[config.mk]
export PLATFORM = sky130hd
export DESIGN_NAME = tc_scan_sched
export DESIGN_NICKNAME = d
export VERILOG_FILES = /design/src/rtl/tc_scan_sched.sv
export SDC_FILE = /design/constraint.sdc
export NUM_CORES = 1
export LEC_CHECK = 0
export CORE_UTILIZATION = 40
export CTS_CLUSTER_SIZE = 28
export DETAILED_ROUTE_END_ITERATION = 8
export PLACE_DENSITY_LB_ADDON = 0.05
export SETUP_SLACK_MARGIN = 0.2
export SLEW_MARGIN = 5
export SYNTH_ARGS = -nofsm -noshare
export SYNTH_HDL_FRONTEND = slang
export SYNTH_SLANG_ARGS = --single-unit
[constraint.sdc]
create_clock -name clk -period 2.1 [get_ports clk]
set_clock_uncertainty 0.1 [all_clocks]
set_input_delay 0.21 -clock clk [delete_from_list [all_inputs] [get_ports clk]]
set_output_delay 0.21 -clock clk [all_outputs]
set_load 0.005 [all_outputs]
[src/rtl/tc_scan_sched.sv]
// tc_scan_sched -- shares one SPI master between up to 8 thermocouple converters.
// After a power-up settling delay the block runs periodic scans. Each scan makes one
// 32-bit read per enabled channel through the spi_ena / spi_not_busy handshake, and
// every frame is presented downstream with its channel index.
//
// Optional feature: define TC_SCHED_TIMEOUT_EN to add a per-channel transaction
// watchdog. If a transfer takes TIMEOUT_CYCLES cycles, counted from REQ entry, the
// block emits a zeroed frame flagged with rx_timeout. Without the macro, REQ and BUSY
// wait indefinitely and rx_timeout stays 0.
module tc_scan_sched #(
  parameter int NUM_CH         = 4,
  parameter int STARTUP_CYCLES = 6000,
  parameter int SCAN_PERIOD    = 2000,
  parameter int TIMEOUT_CYCLES = 255
) (
  input  logic              clk,
  input  logic              rst,
  input  logic [NUM_CH-1:0] ch_mask,
  input  logic              spi_not_busy,
  input  logic [31:0]       spi_rx_data,
  output logic              spi_ena,
  output logic [2:0]        cs_sel,
  output logic              rx_valid,
  output logic [2:0]        rx_ch,
  output logic [31:0]       rx_data,
  output logic              rx_timeout,
  output logic [NUM_CH-1:0] fault_map,
  output logic              scan_done
);

  // One counter width covers the startup delay, the scan period and the watchdog.
  // Every count is compared against its terminal value minus one, so it never wraps.
  localparam int MAX_SU  = (STARTUP_CYCLES > SCAN_PERIOD) ? STARTUP_CYCLES : SCAN_PERIOD;
  localparam int MAX_ALL = (MAX_SU > TIMEOUT_CYCLES) ? MAX_SU : TIMEOUT_CYCLES;
  localparam int CNT_W   = $clog2(MAX_ALL + 1);

  localparam logic [CNT_W-1:0] STARTUP_LAST = CNT_W'(STARTUP_CYCLES - 1);
  localparam logic [CNT_W-1:0] PERIOD_LAST  = CNT_W'(SCAN_PERIOD - 1);

  // The pointer has to reach NUM_CH (up to 8), which marks the end of a scan.
  localparam logic [3:0] PTR_END = 4'(NUM_CH);

  typedef enum logic [2:0] {
    S_START,
    S_WAIT,
    S_SEL,
    S_REQ,
    S_BUSY
  } state_t;

  state_t           state;
  logic [CNT_W-1:0] cnt;
  logic [3:0]       ptr;

  logic              sel_en;       // the channel under the pointer is enabled
  logic [NUM_CH-1:0] fault_frame;  // fault_map after a real frame on cs_sel
  logic [NUM_CH-1:0] fault_tmo;    // fault_map after a timeout on cs_sel
  logic              tmo_hit;      // watchdog expires on this edge

`ifdef TC_SCHED_TIMEOUT_EN
  localparam logic [CNT_W-1:0] TMO_LAST = CNT_W'(TIMEOUT_CYCLES - 1);

  logic [CNT_W-1:0] tmo_cnt;

  assign tmo_hit = (tmo_cnt == TMO_LAST);

  // Watchdog: held at 0 in SEL (so it is clear on REQ entry), then counts through REQ and BUSY.
  always_ff @(posedge clk) begin
    if (rst) begin
      tmo_cnt <= '0;
    end else if (state == S_SEL) begin
      tmo_cnt <= '0;
    end else if ((state == S_REQ || state == S_BUSY) && !tmo_hit) begin
      tmo_cnt <= tmo_cnt + 1'b1;
    end
  end
`else
  assign tmo_hit = 1'b0;
`endif

  // Decode the pointer against the mask and build both candidate fault_map updates.
  always_comb begin
    // NOTE: every always_comb output gets a default first, so no path can infer a latch.
    sel_en      = 1'b0;
    fault_frame = fault_map;
    fault_tmo   = fault_map;
    for (int i = 0; i < NUM_CH; i++) begin
      if (ptr == 4'(i)) begin
        sel_en = ch_mask[i];
      end
      if (cs_sel == 3'(i)) begin
        fault_frame[i] = spi_rx_data[16];
        fault_tmo[i]   = 1'b1;
      end
    end
  end

  // Scan sequencer. All outputs are registered here; rx_valid and scan_done are one-cycle pulses.
  always_ff @(posedge clk) begin
    // NOTE: sequential state uses non-blocking assignments only, so every register
    // samples the values from before the edge regardless of statement order.
    if (rst) begin
      state      <= S_START;
      cnt        <= '0;
      ptr        <= '0;
      spi_ena    <= 1'b0;
      cs_sel     <= '0;
      rx_valid   <= 1'b0;
      rx_ch      <= '0;
      rx_data    <= '0;
      rx_timeout <= 1'b0;
      fault_map  <= '0;
      scan_done  <= 1'b0;
    end else begin
      rx_valid  <= 1'b0;
      scan_done <= 1'b0;

      case (state)
        // Power-up settling delay before the first scan.
        S_START: begin
          if (cnt == STARTUP_LAST) begin
            cnt   <= '0;
            ptr   <= '0;
            state <= S_SEL;
          end else begin
            cnt <= cnt + 1'b1;
          end
        end

        // Idle gap between scans.
        S_WAIT: begin
          if (cnt == PERIOD_LAST) begin
            cnt   <= '0;
            ptr   <= '0;
            state <= S_SEL;
          end else begin
            cnt <= cnt + 1'b1;
          end
        end

        // Walk the mask. Each skipped channel costs one cycle.
        S_SEL: begin
          if (ptr == PTR_END) begin
            scan_done <= 1'b1;
            cnt       <= '0;
            state     <= S_WAIT;
          end else if (sel_en) begin
            cs_sel  <= ptr[2:0];
            spi_ena <= 1'b1;
            state   <= S_REQ;
          end else begin
            ptr <= ptr + 1'b1;
          end
        end

        // Hold the request until the SPI master reports that it has started.
        S_REQ: begin
          if (tmo_hit) begin
            spi_ena    <= 1'b0;
            rx_valid   <= 1'b1;
            rx_timeout <= 1'b1;
            rx_data    <= '0;
            rx_ch      <= cs_sel;
            fault_map  <= fault_tmo;
            ptr        <= ptr + 1'b1;
            state      <= S_SEL;
          end else if (!spi_not_busy) begin
            spi_ena <= 1'b0;
            state   <= S_BUSY;
          end
        end

        // Wait for the transfer to finish. A real frame beats a simultaneous timeout.
        S_BUSY: begin
          if (spi_not_busy) begin
            rx_valid   <= 1'b1;
            rx_timeout <= 1'b0;
            rx_data    <= spi_rx_data;
            rx_ch      <= cs_sel;
            fault_map  <= fault_frame;
            ptr        <= ptr + 1'b1;
            state      <= S_SEL;
          end else if (tmo_hit) begin
            rx_valid   <= 1'b1;
            rx_timeout <= 1'b1;
            rx_data    <= '0;
            rx_ch      <= cs_sel;
            fault_map  <= fault_tmo;
            ptr        <= ptr + 1'b1;
            state      <= S_SEL;
          end
        end

        default: begin
          state <= S_START;
        end
      endcase
    end
  end

endmodule
### Word-level counts from Yosys, hierarchy flattened

Index checks and enable logic that the tools add are counted.
W data, S select, Z words.

* input port bits: 39
* register bits: 65
* output and inout port bits: 46
* word-level logic and storage cells: 85

* equal/unequal tests: 22
* bitwise gates (word level): 3
* multiplexer cells: 27
* add/subtract/negate cells: 2
* reductions and logical operators: 18

Operators by type and width (count)
* $mux W13: 3
* $pmux W13 S3: 1
* $mux W4: 5
* $mux W3: 6
* $ne A2 B2 Y1 const B: 8
* $pmux W4 S4: 1
* $pmux W3 S5: 1
* $reduce_and A3 Y1: 5
* $add A13 B1 Y13 const B: 1
* $eq A13 B11 Y1 const B: 1
* $eq A13 B13 Y1 const B: 1
* $eq A3 B2 Y1 const B: 4
* $mux W1: 9
* $eq A4 B2 Y1 const B: 2
* $eq A3 B1 Y1 const B: 2
* $logic_not A3 Y1: 2
* $reduce_and A6 Y1: 1
* $reduce_and A5 Y1: 1
* $add A4 B1 Y4 const B: 1
* $eq A4 B1 Y1 const B: 1
* $eq A4 B3 Y1 const B: 1
* $logic_not A4 Y1: 1
* $reduce_and A2 Y1: 2
* $reduce_and A4 Y1: 1
* other kinds (8): 11

### Depth between registers and ports, before layout

Gate-level depths: netlist (run 1).

* depth in word-level cells: 8
* gate-level depth with buffers: 7
* gate-level depth less buffers: 7

### Least setup slack after synthesis (run 1)

No wires, ideal clock.

* path type: reg2reg
* start: reg ptr[0]
* end: reg ptr[2]
* buffers on the path: 0
* required time: 1883 ps
* arrival: 2074 ps
* stages on the path, launching flop included: 8
* path slack: -191 ps
* cell sequence: dfxtp_1 inv_1 ha_1 and3b_1 a2111oi_4 nor4_4 or4_1 a32o_1

* cells in the longest elaborated chain, start to end: 7
* elaborated cells on any way between the ends: 17

Ends and longest elaborated chain
* start, declared: RTL line 53 `logic [3:0] ptr;`
* start signal, assigned: RTL line 152 `ptr <= ptr + 1'b1;`
* start signal, assigned: RTL line 165 `ptr <= ptr + 1'b1;`
* start signal, assigned: RTL line 181 `ptr <= ptr + 1'b1;`
* $logic_not A4 Y1: RTL line 88 `if (ptr == 4'(i)) begin`
* $mux W1 (4 in a row): RTL line 88
* $ne A2 B2 Y1 (no source line)
* $reduce_and A6 Y1 (no source line)

Several ways; a longest one is shown, not always the timed one. The select of a mux whose other input is x is not followed.
A chain may end at the register's enable or synchronous reset.

### Final worst setup path (run 1)

* start: reg ptr[1]
* end: reg cs_sel[0]

* cells in the longest elaborated chain, start to end: 6
* elaborated cells on any way between the ends: 11

Ends and longest elaborated chain
* $logic_not A4 Y1: RTL line 88
* $mux W1 (4 in a row): RTL line 88
* $reduce_and A3 Y1 (no source line) *
* end signal, assigned: RTL line 148 `cs_sel <= ptr[2:0];`
* end, declared: RTL line 22 `output logic [2:0] cs_sel,`

Every way passes the cells marked *; elsewhere a longest branch is shown, timed or not.

==> flow_summary.yaml, run 1 <==
logic_synthesis:
  synthArstFlopShare_pct: 0
  syn-cell-area_um2: 2750
  ys.flop_type: "dfxtp_1"
  yosys_warnings: 0
  yosys.area_share.simple_pct: 27.3
  syn_avg_cell_area_um2: 8.56
  ys_types: 45
  synth_xor_area_share_pct: 4.15
  synthMuxAreaShare_pct: 2.92
  ys_seq_elements: 65
  synth_edf_count: 0
  syn_nets: 365
  syn_inst: 321
  synth_fa_ha_area_share_pct: 2.28
  synth_seq_area_share_pct: 47.4
  synth_top_family_by_area: "simple AND/OR/NAND/NOR gates"
  synth_compound_area_share_pct: 12.4
floorplan:
  start_util_pct: 42.3
  ios: 85
  dieArea_um2: 7200
  num_rows: 29
  fp.dieH_um: 84.9
  core_region_area_um2: 6490
  die_w_um: 84.9
clock_tree:
  cts_sinks: 65
  clk-insertion-delay-late_ns: 0.34
  cts_hold_buffers: 0
  cts_buffers: 9
  cts_root_buffer: "clkbuf_8"
  cts.clk_slew.worst_paths_ns: 0.07
  clock_tree.htree_level_count: 3
  cts_max_path_buffers: 2
  tritoncts: "built"
critical_path:
  crit_buf_inv: 3
  worstPathRequired_ns: 2.21
  cp_max_fo: 7
  cpMostUsedCell: "buf_6"
  cp_slowest_cell: "or4_4"
  worstPathArrival_ns: 2.31
  critPathLaunchType: "flop"
  critPathTopFamily: "simple AND/OR/NAND/NOR gates"
  path_class: "flop to flop"
  endpoint_kind: "flop"
  path_cells: "buf_6 -> ha_4 -> nor3b_1 -> or4_4 -> nor4_4 -> buf_6 -> buf_6 -> mux2i_1 -> nor2_1"
  worst_path_largest_cell_delay_ns: 0.50
timing:
  worstMarginPinSlew_ns: 0.504
  post-route-period-util_pct: 105
  tns_ns: -0.267
  fin_ws_ns: -0.0959
  min_period_ns: 2.20
  timing.hold.ws_ns: 0.0863
  setup_viol_count_final: 5
  hold_violations: 0
  rsz0062_at_grt: "yes"
  slew_viol_final: 0
  maxSlewHeadroom_pct: 66.4
  timing.fmax_ghz: 0.455
detailed_routing:
  firstDrtPassIters: 9
  drt_iter0_markers: 108
  viasPerCell: 5.07
  wirelength_um: 6920
  wl_per_cell_um: 13.3
  vias: 2633
  drcViolationCount: 6
  postRouteAntennaNets: 0
outcome:
  status: "complete, but fails checks"
  violations: "DRC, setup timing"
pwr:
  cellLeakagePower_nw: 1.54
  total_power_w: 0.00234
  peakVddDrop_v: 0.000604
  power.density_nw_per_um2: 546
cells_and_area:
  n_antenna_cell: 0
  finalNetCount: 483
  syn2layout_area_growth_pct: 55.9
  finalNonFillerCells: 519
  drive_above_1_share_pct: 18.1
  nFillCells: 563
  stdcell_area_um2: 4280
place:
  io_buffers: 83
  place_area_um2: 3920
  placed_cells: 494
  dpl.hpwl_um: 4610
  gp_congestion: 0.794
grt:
  grt.total_usage_pct: 19.9
  antenna_found_initial: 0
  grt_max_degree: 47
  grt_pass1_wl_um: 11200
  first_global_vias: 2442
  grt-ovfl-total: 0
flow_run:
  max-cap-violations: 0
hold_path:
  hold_class: "primary input to flop"
[placed cells by master, fill, tap and decap left out, types with 4 or more instances in the layout]
| cell | netlist | layout |
|---|---|---|
| nand3_1 | 8 | 8 |
| buf_6 | 0 | 6 |
| nor2b_1 | 4 | 4 |
| clkbuf_8 | 0 | 10 |
| nor2_1 | 25 | 25 |
| xor2_1 | 10 | 10 |
| buf_4 | 1 | 33 |
| nand4_1 | 5 | 5 |
| clkdlybuf4s50_1 | 0 | 82 |
| nand2_1 | 77 | 77 |
| dfxtp_1 | 65 | 63 |
| a21oi_1 | 36 | 36 |
| mux2i_1 | 8 | 8 |
| nor4_1 | 4 | 4 |
| ha_4 | 0 | 4 |
[cell families (layout without fill, tap and decap cells)]
kind of cell | after synthesis | count (layout)
xor gates and xnor gates | 13 | 13
adders and majority gates | 5 | 5
muxes | 8 | 8
AOI/OAI and AO/OA | 53 | 54
DFF | 65 | 65
other | 1 | 1
buffers and inverters | 23 | 143
and+or+nand+nor | 153 | 153
[state kept, by name, summed over array words and instances (netlist names)]
| signal | flops |
|---|---|
| rx_ch | 3 |
| state | 3 |
| cnt | 13 |
| scan_done | 1 |
| ptr | 4 |
| fault_map | 4 |
| rx_valid | 1 |
| rx_data | 32 |
| spi_ena | 1 |
| cs_sel | 3 |
[cells in the mapped netlist (all sizes together), types with 4 or more instances]
master	number	area [um2]
nand2	77	289
dfxtp	65	1300
a21oi	37	189
nor2	25	93.8
clkbuf	15	56.3
xor2	10	87.6
mux2i	8	80.1
nand3	8	40.0
nand4	6	43.8
ha	5	62.6
inv	5	18.8
nor4	5	46.3
nand4bb	4	45.0
nor2b	4	25.0
[per-layer routing]
layer / share of wire (%) / GRT usage (%) / up-vias
li1: - / - / 1341
met1: 46 / 24.0 / 1207
met2: 47 / 32.3 / 74
met3: 5.5 / 5.84 / 11
met4: 2.2 / 10.3 / 0
met5: 0 / 0 / -
[worst paths after layout]
| path | from | endpoint | slack [ns] | cells after the start |
|---|---|---|---|---|
| setup / recovery | ptr[1] | cs_sel[0] | -0.1 | 9 |
| hold reg to reg | rx_data[1] | rx_data[1] | 0.35 | 2 |
| setup reg to reg | ptr[1] | cs_sel[0] | -0.1 | 9 |
| hold / removal | rst | state[0] | 0.09 | 2 |
[metrics by stage]
| stage | setup WS, ns | utilization [%] |
|---|---|---|
| 2_1_floorplan | -0.0303 | - |
| 3_3_place_gp | -0.170 | 60.3 |
| 3_5_place_dp | -0.203 | 60.3 |
| 4_1_cts | -0.0931 | 65.0 |
| 5_1_grt | -0.176 | 65.9 |
| 6_report | -0.0959 | 65.9 |
[where the power goes]
part | switching (W) | internal (W)
clock | 0.000450 | 0.000513
sequential | 0.00000350 | 0.00124
combinational | 0.0000512 | 0.0000826
total | 0.000504 | 0.00183
[repair_timing]
item / CTS / global route
pin swaps: 11 / 9
resized for setup: 14 / 7
setup buffers: 7 / 3
setup endpoints to repair: 21 / 23
cloned: 0 / 1
[worst reg2reg max path: cells and delay by family (launching register included)]
family	cells	cell delay, ns
adders and majority gates	1	0.15
buffers and inverters	3	0.39
and+or+nand+nor	4	0.92
muxes	1	0.16
DFF	1	0.36
[cell type report]
cell class              instances  area [um2]  area share, %
flip-flops and latches         65        1310           30.6
repair buffers                124        1180           27.6
inverters                       5        23.8          0.555
well taps                      77        96.3           2.25
multi-input cells             234        1490           34.9
clock buffers                  11         163           3.80
clock inverters                 3        15.0          0.351
Power figures use the tool's default switching activity.
==> run 2, diff against run 1 <==
--- a/config.mk
+++ b/config.mk
@@ -5,9 +5,11 @@
 export SDC_FILE = /design/constraint.sdc
 export NUM_CORES = 1
 export LEC_CHECK = 0
+export CORE_MARGIN = 2
 export CORE_UTILIZATION = 40
 export CTS_CLUSTER_SIZE = 28
 export DETAILED_ROUTE_END_ITERATION = 8
+export GPL_TIMING_DRIVEN = 0
 export PLACE_DENSITY_LB_ADDON = 0.05
 export SETUP_SLACK_MARGIN = 0.2
 export SLEW_MARGIN = 5
==> run 2 against run 1 <==
  * The flow finishes with violations (setup timing)
  * Cell count shrank 0.96%
  * Global-route usage shrank 0.81 points
  * Sequential power is essentially flat
  * Clock-buffer cell count grew 1
  * Sequential share of layout area grew 0.56 points
  * Via count shrank 3.5%
  * Total power grew 4.1%
  * Critical endpoint is now cs_sel[1]
  * Largest power group unchanged
==> flow_summary.yaml, run 2 (synthesis gave the netlist of run 1 again) <==
outcome:
  status: "complete, but fails checks"
  violations: "setup timing"
critical_path:
  endpoint_kind: "flop"
  worstPathRequired_ns: 2.22
  r2r_setup_slack_ns: -0.15
  path_class: "flop to flop"
  r2r-start: "ptr[0]"
  critPathLaunchType: "flop"
  cp_slowest_cell: "or4_4"
  critPathTopFamily: "simple AND/OR/NAND/NOR gates"
  path_cells: "buf_6 -> ha_4 -> nor2b_4 -> or4_4 -> nor4_4 -> buf_4 -> mux2i_1 -> nor2_1"
  crit_buf_inv: 2
  startpoint: "ptr[0]"
  cp_max_fo: 4
  worstPathArrival_ns: 2.37
  worst_path_largest_cell_delay_ns: 0.50
grt:
  grt_pass1_wl_um: 11300
  grt-ovfl-total: 0
  grt_max_degree: 11
  grt.total_usage_pct: 19.1
  antenna_found_initial: 0
  first_global_vias: 2420
cells_and_area:
  drive_above_1_share_pct: 17.3
  reg_top3: "rx_data x32, cnt x13"
  post-route-util_pct: 62.6
  finalNetCount: 474
  final_common_cell: "clkdlybuf4s50_1"
  final_cell_mix: "clkdlybuf4s50_1 (82), nand2_1 (77), dfxtp_1 (62), a21oi_1 (36), nor2_1 (25)"
  nFillCells: 593
  syn2layout_area_growth_pct: 53.2
  stdcell_area_um2: 4210
  largest_register: "rx_data"
  largest_reg_flops: 32
  n_antenna_cell: 0
clock_tree:
  tritoncts: "built"
  cts_root_buffer: "clkbuf_8"
  cts_sinks: 65
  clk-insertion-delay-late_ns: 0.34
  cts_max_path_buffers: 2
  cts.clk_slew.worst_paths_ns: 0.07
  cts_buffers: 9
  clock_tree.htree_level_count: 3
floorplan:
  dieArea_um2: 7540
  ios: 85
  start_util_pct: 40.9
  num_rows: 30
  core_region_area_um2: 6720
  fp.dieH_um: 86.9
  die_w_um: 86.9
detailed_routing:
  drcViolationCount: 0
  viasPerCell: 4.94
  postRouteAntennaNets: 0
  wirelength_um: 7040
  wl_per_cell_um: 13.7
  firstDrtPassIters: 4
  vias: 2541
  drt_iter0_markers: 121
timing:
  rsz0062_at_grt: "yes"
  timing.fmax_ghz: 0.444
  slew_viol_final: 0
  post-route-period-util_pct: 107
  setup_viol_count_final: 7
  hold_violations: 0
  tns_ns: -0.595
  maxSlewHeadroom_pct: 63.2
  fin_ws_ns: -0.150
  min_period_ns: 2.25
  worstMarginPinSlew_ns: 0.551
hold_path:
  hold_class: "primary input to flop"
  hold_start: "rst"
pwr:
  cellLeakagePower_nw: 1.46
  peakVddDrop_v: 0.000429
  power.density_nw_per_um2: 578
place:
  gp_congestion: 0.786
  io_buffers: 82
  place_area_um2: 3730
  dpl.hpwl_um: 4740
flow_run:
  max-cap-violations: 0
==> run 2: cell types whose count changed in the layout (fill, tap and decap cells not counted), moves of 3 or more <==
cell,delta
buf_4,-20
clkbuf_1,+7
clkbuf_2,+5
buf_2,+3
==> run 2: final timing paths <==
| kind | to | cells after the start |
|---|---|---|
| min | ptr[0] | 3 |
| max reg2reg | cs_sel[1] | 8 |
| max | cs_sel[1] | 8 |
| min reg2reg | rx_data[7] | 2 |
==> run 2: where the power goes <==
group	internal, W	switching [W]
Sequential	0.00124	0.00000804
Clock	0.000603	0.000452
Combinational	0.0000820	0.0000501
Total	0.00192	0.000510
==> run 2: per-layer routing <==
layer,share of wire (%),GRT usage (%),vias to the layer above,routed length [um]
li1,-,-,1312,-
met1,46,24.6,1163,3230
met2,47,29.5,59,3320
met3,5.8,6.64,7,411
met4,1.1,7.10,0,80
met5,0,0,-,0
==> run 2: metrics by stage <==
| stage | hold WS [ns] | power, W | setup slack, ns | instances |
|---|---|---|---|---|
| 6_report | 0.309 | 0.00243 | -0.150 | 514 |
| 5_1_grt | 0.302 | 0.00253 | -0.227 | 514 |
| 4_1_cts | 0.293 | 0.00246 | -0.133 | 511 |
| 3_5_place_dp | 0.347 | 0.00139 | -0.469 | 483 |
| 3_3_place_gp | 0.341 | 0.00139 | -0.448 | 483 |
| 2_1_floorplan | 0.188 | 0.00131 | -0.0303 | 321 |
==> run 2: area by class of cell <==
| cell class | count | area (um2) | share of cell area (%) |
|---|---|---|---|
| multi-input cells | 233 | 1530 | 36.4 |
| well taps | 80 | 100 | 2.38 |
| flip-flops and latches | 65 | 1310 | 31.1 |
| clock inverters | 3 | 40.0 | 0.952 |
| inverters | 5 | 18.8 | 0.446 |
| repair buffers | 98 | 956 | 22.7 |
| clock buffers | 12 | 155 | 3.69 |
| plain buffers | 18 | 96.3 | 2.29 |
==> run 2: timing repair <==
action,in CTS,in global routing
hold buffers,0,0
pin swaps,16,6
gates resized for setup,29,12
setup endpoints to repair,55,54
setup buffers,13,3
==> run 2: worst min-delay path, stage by stage <==
cell      delay, ns
clkbuf_1       0.28
or3_1          0.17
mux2i_1        0.05
==> run 3, diff against run 2 <==
--- a/config.mk
+++ b/config.mk
@@ -11,6 +11,7 @@
 export DETAILED_ROUTE_END_ITERATION = 8
 export GPL_TIMING_DRIVEN = 0
 export PLACE_DENSITY_LB_ADDON = 0.05
+export RECOVER_POWER = 25
 export SETUP_SLACK_MARGIN = 0.2
 export SLEW_MARGIN = 5
 export SYNTH_ARGS = -nofsm -noshare
==> run 3 against run 2 <==
  * The flow still finishes with violations (setup timing)
  * First-iteration DRC count stayed put
  * Total power hardly changed
  * Register-to-register slack hardly changed
  * Critical path depth stayed put
  * Combinational power hardly changed
  * Wire length hardly changed
  * Via count is 0.31% higher
  * Clock power hardly changed
  * Hold slack worse by 0.00086 ns
  * Setup slack hardly changed
  * Sequential share of layout area stayed put
  * Sequential power hardly changed
==> flow_summary.yaml, run 3 (synthesis gave the netlist of run 1 again) <==
grt:
  antenna_found_initial: 0
  first_global_vias: 2420
  grt_max_degree: 11
  grt.total_usage_pct: 19.1
  grt-ovfl-total: 0
  grt_pass1_wl_um: 11300
detailed_routing:
  viasPerCell: 4.96
  drt_iter0_markers: 121
  drcViolationCount: 0
  vias: 2549
  wirelength_um: 7030
  wl_per_cell_um: 13.7
  postRouteAntennaNets: 0
  firstDrtPassIters: 4
critical_path:
  worstPathArrival_ns: 2.37
  cp.depth: 8
  startpoint: "ptr[0]"
  endpoint: "cs_sel[1]"
  critPathLaunchType: "flop"
  endpoint_kind: "flop"
  cp_max_fo: 4
  timing.rr.end: "cs_sel[1]"
  crit_buf_inv: 2
  critPathTopFamily: "simple AND/OR/NAND/NOR gates"
  cp_slowest_cell: "or4_4"
  worstPathRequired_ns: 2.22
  worst_path_largest_cell_delay_ns: 0.50
  r2r_cells: 8
  path_cells: "buf_6 -> ha_4 -> nor2b_4 -> or4_4 -> nor4_4 -> buf_4 -> mux2i_1 -> nor2_1"
  r2r_setup_slack_ns: -0.15
  r2r-start: "ptr[0]"
  path_class: "flop to flop"
timing:
  hold_violations: 0
  worstMarginPinSlew_ns: 0.551
  timing.fmax_ghz: 0.444
  min_period_ns: 2.25
  fin_ws_ns: -0.150
  timing.hold.ws_ns: 0.308
  slew_viol_final: 0
  rsz0062_at_grt: "yes"
  post-route-period-util_pct: 107
  setup_viol_count_final: 7
  maxSlewHeadroom_pct: 63.2
cells_and_area:
  final_cell_mix: "nand2_1 (77), dfxtp_1 (62), clkdlybuf4s50_1 (59), a21oi_1 (36), nor2_1 (25)"
  largest_reg_flops: 32
  reg_top3: "rx_data x32, cnt x13"
  syn2layout_area_growth_pct: 53.2
  drive_above_1_share_pct: 17.1
  stdcell_area_um2: 4210
  largest_register: "rx_data"
  final_common_cell: "nand2_1"
  finalNonFillerCells: 514
  n_antenna_cell: 0
  finalNetCount: 474
clock_tree:
  cts_hold_buffers: 0
  tritoncts: "built"
  clock_tree.htree_level_count: 3
  cts_sinks: 65
  cts_buffers: 9
  cts.clk_slew.worst_paths_ns: 0.07
  cts_max_path_buffers: 2
  clk-insertion-delay-late_ns: 0.34
  cts_root_buffer: "clkbuf_8"
outcome:
  violations: "setup timing"
  status: "complete, but fails checks"
pwr:
  power.density_nw_per_um2: 578
  cellLeakagePower_nw: 1.54
  peakVddDrop_v: 0.000429
floorplan:
  dieArea_um2: 7540
  die_w_um: 86.9
  fp.dieH_um: 86.9
  core_region_area_um2: 6720
  ios: 85
  start_util_pct: 40.9
  num_rows: 30
place:
  gp_congestion: 0.786
  dpl.hpwl_um: 4740
  place_area_um2: 3730
  io_buffers: 82
  dpl_worst_slack_ns: -0.469
  placed_cells: 483
flow_run:
  max-cap-violations: 0
hold_path:
  hold_start: "rst"
  whs_path_depth: 3
  hold_class: "primary input to flop"
-- run 3: repair_timing --
action / 4_1_cts / 5_1_grt
gates resized for setup: 29 / 12
endpoints found under the hold margin: 0 / 0
setup endpoints to repair: 55 / 54
setup buffers: 13 / 3
pin swaps: 16 / 6
-- run 3: area by class of cell --
type | count | area [um2]
inverter | 5 | 18.8
multi-input combinational | 233 | 1530
clock inverter | 3 | 40.0
clock buffer | 12 | 155
timing repair buffer | 98 | 956
buffer | 18 | 96.3
sequential | 65 | 1310
tap | 80 | 100
fill | 593 | 2510
-- run 3: stage by stage --
stage / total power (W) / setup TNS (ns) / utilization (%)
final: 0.00243 / -0.658 / 62.6
after CTS: 0.00246 / -0.428 / 61.5
after detailed placement: 0.00139 / -15.00 / 55.5
after global placement: 0.00139 / -14.55 / 55.5
after floorplan: 0.00131 / -0.0802 / -
after global routing: 0.00253 / -1.84 / 62.6
-- run 3: layer usage --
metal	share of wire (%)	wire length (um)	up-vias	track usage, %
li1	-	-	1313	-
met1	46	3210	1168	24.6
met2	47	3320	61	29.5
met3	5.9	416	7	6.64
met4	1.1	80	0	7.10
met5	0	0	-	0
-- run 3: power by group --
part	total, W	leakage, nW	internal, W	switching, W
sequential	0.00124	0.526	0.00124	0.00000804
clock	0.00106	0.102	0.000603	0.000452
combinational	0.000132	0.916	0.0000820	0.0000501
-- run 3: worst min-delay path by stage --
stage,end
after global routing,rx_data[10]
after floorplan,state[2]
after global placement,rx_data[26]
after CTS,ptr[0]
after detailed placement,rx_data[0]
final,ptr[0]
-- run 3: worst reg2reg max path, stage by stage (launching register included) --
cell	delay, ns
dfxtp_4	0.36
buf_6	0.12
ha_4	0.15
nor2b_4	0.11
or4_4	0.50
nor4_4	0.36
buf_4	0.19
mux2i_1	0.19
nor2_1	0.05
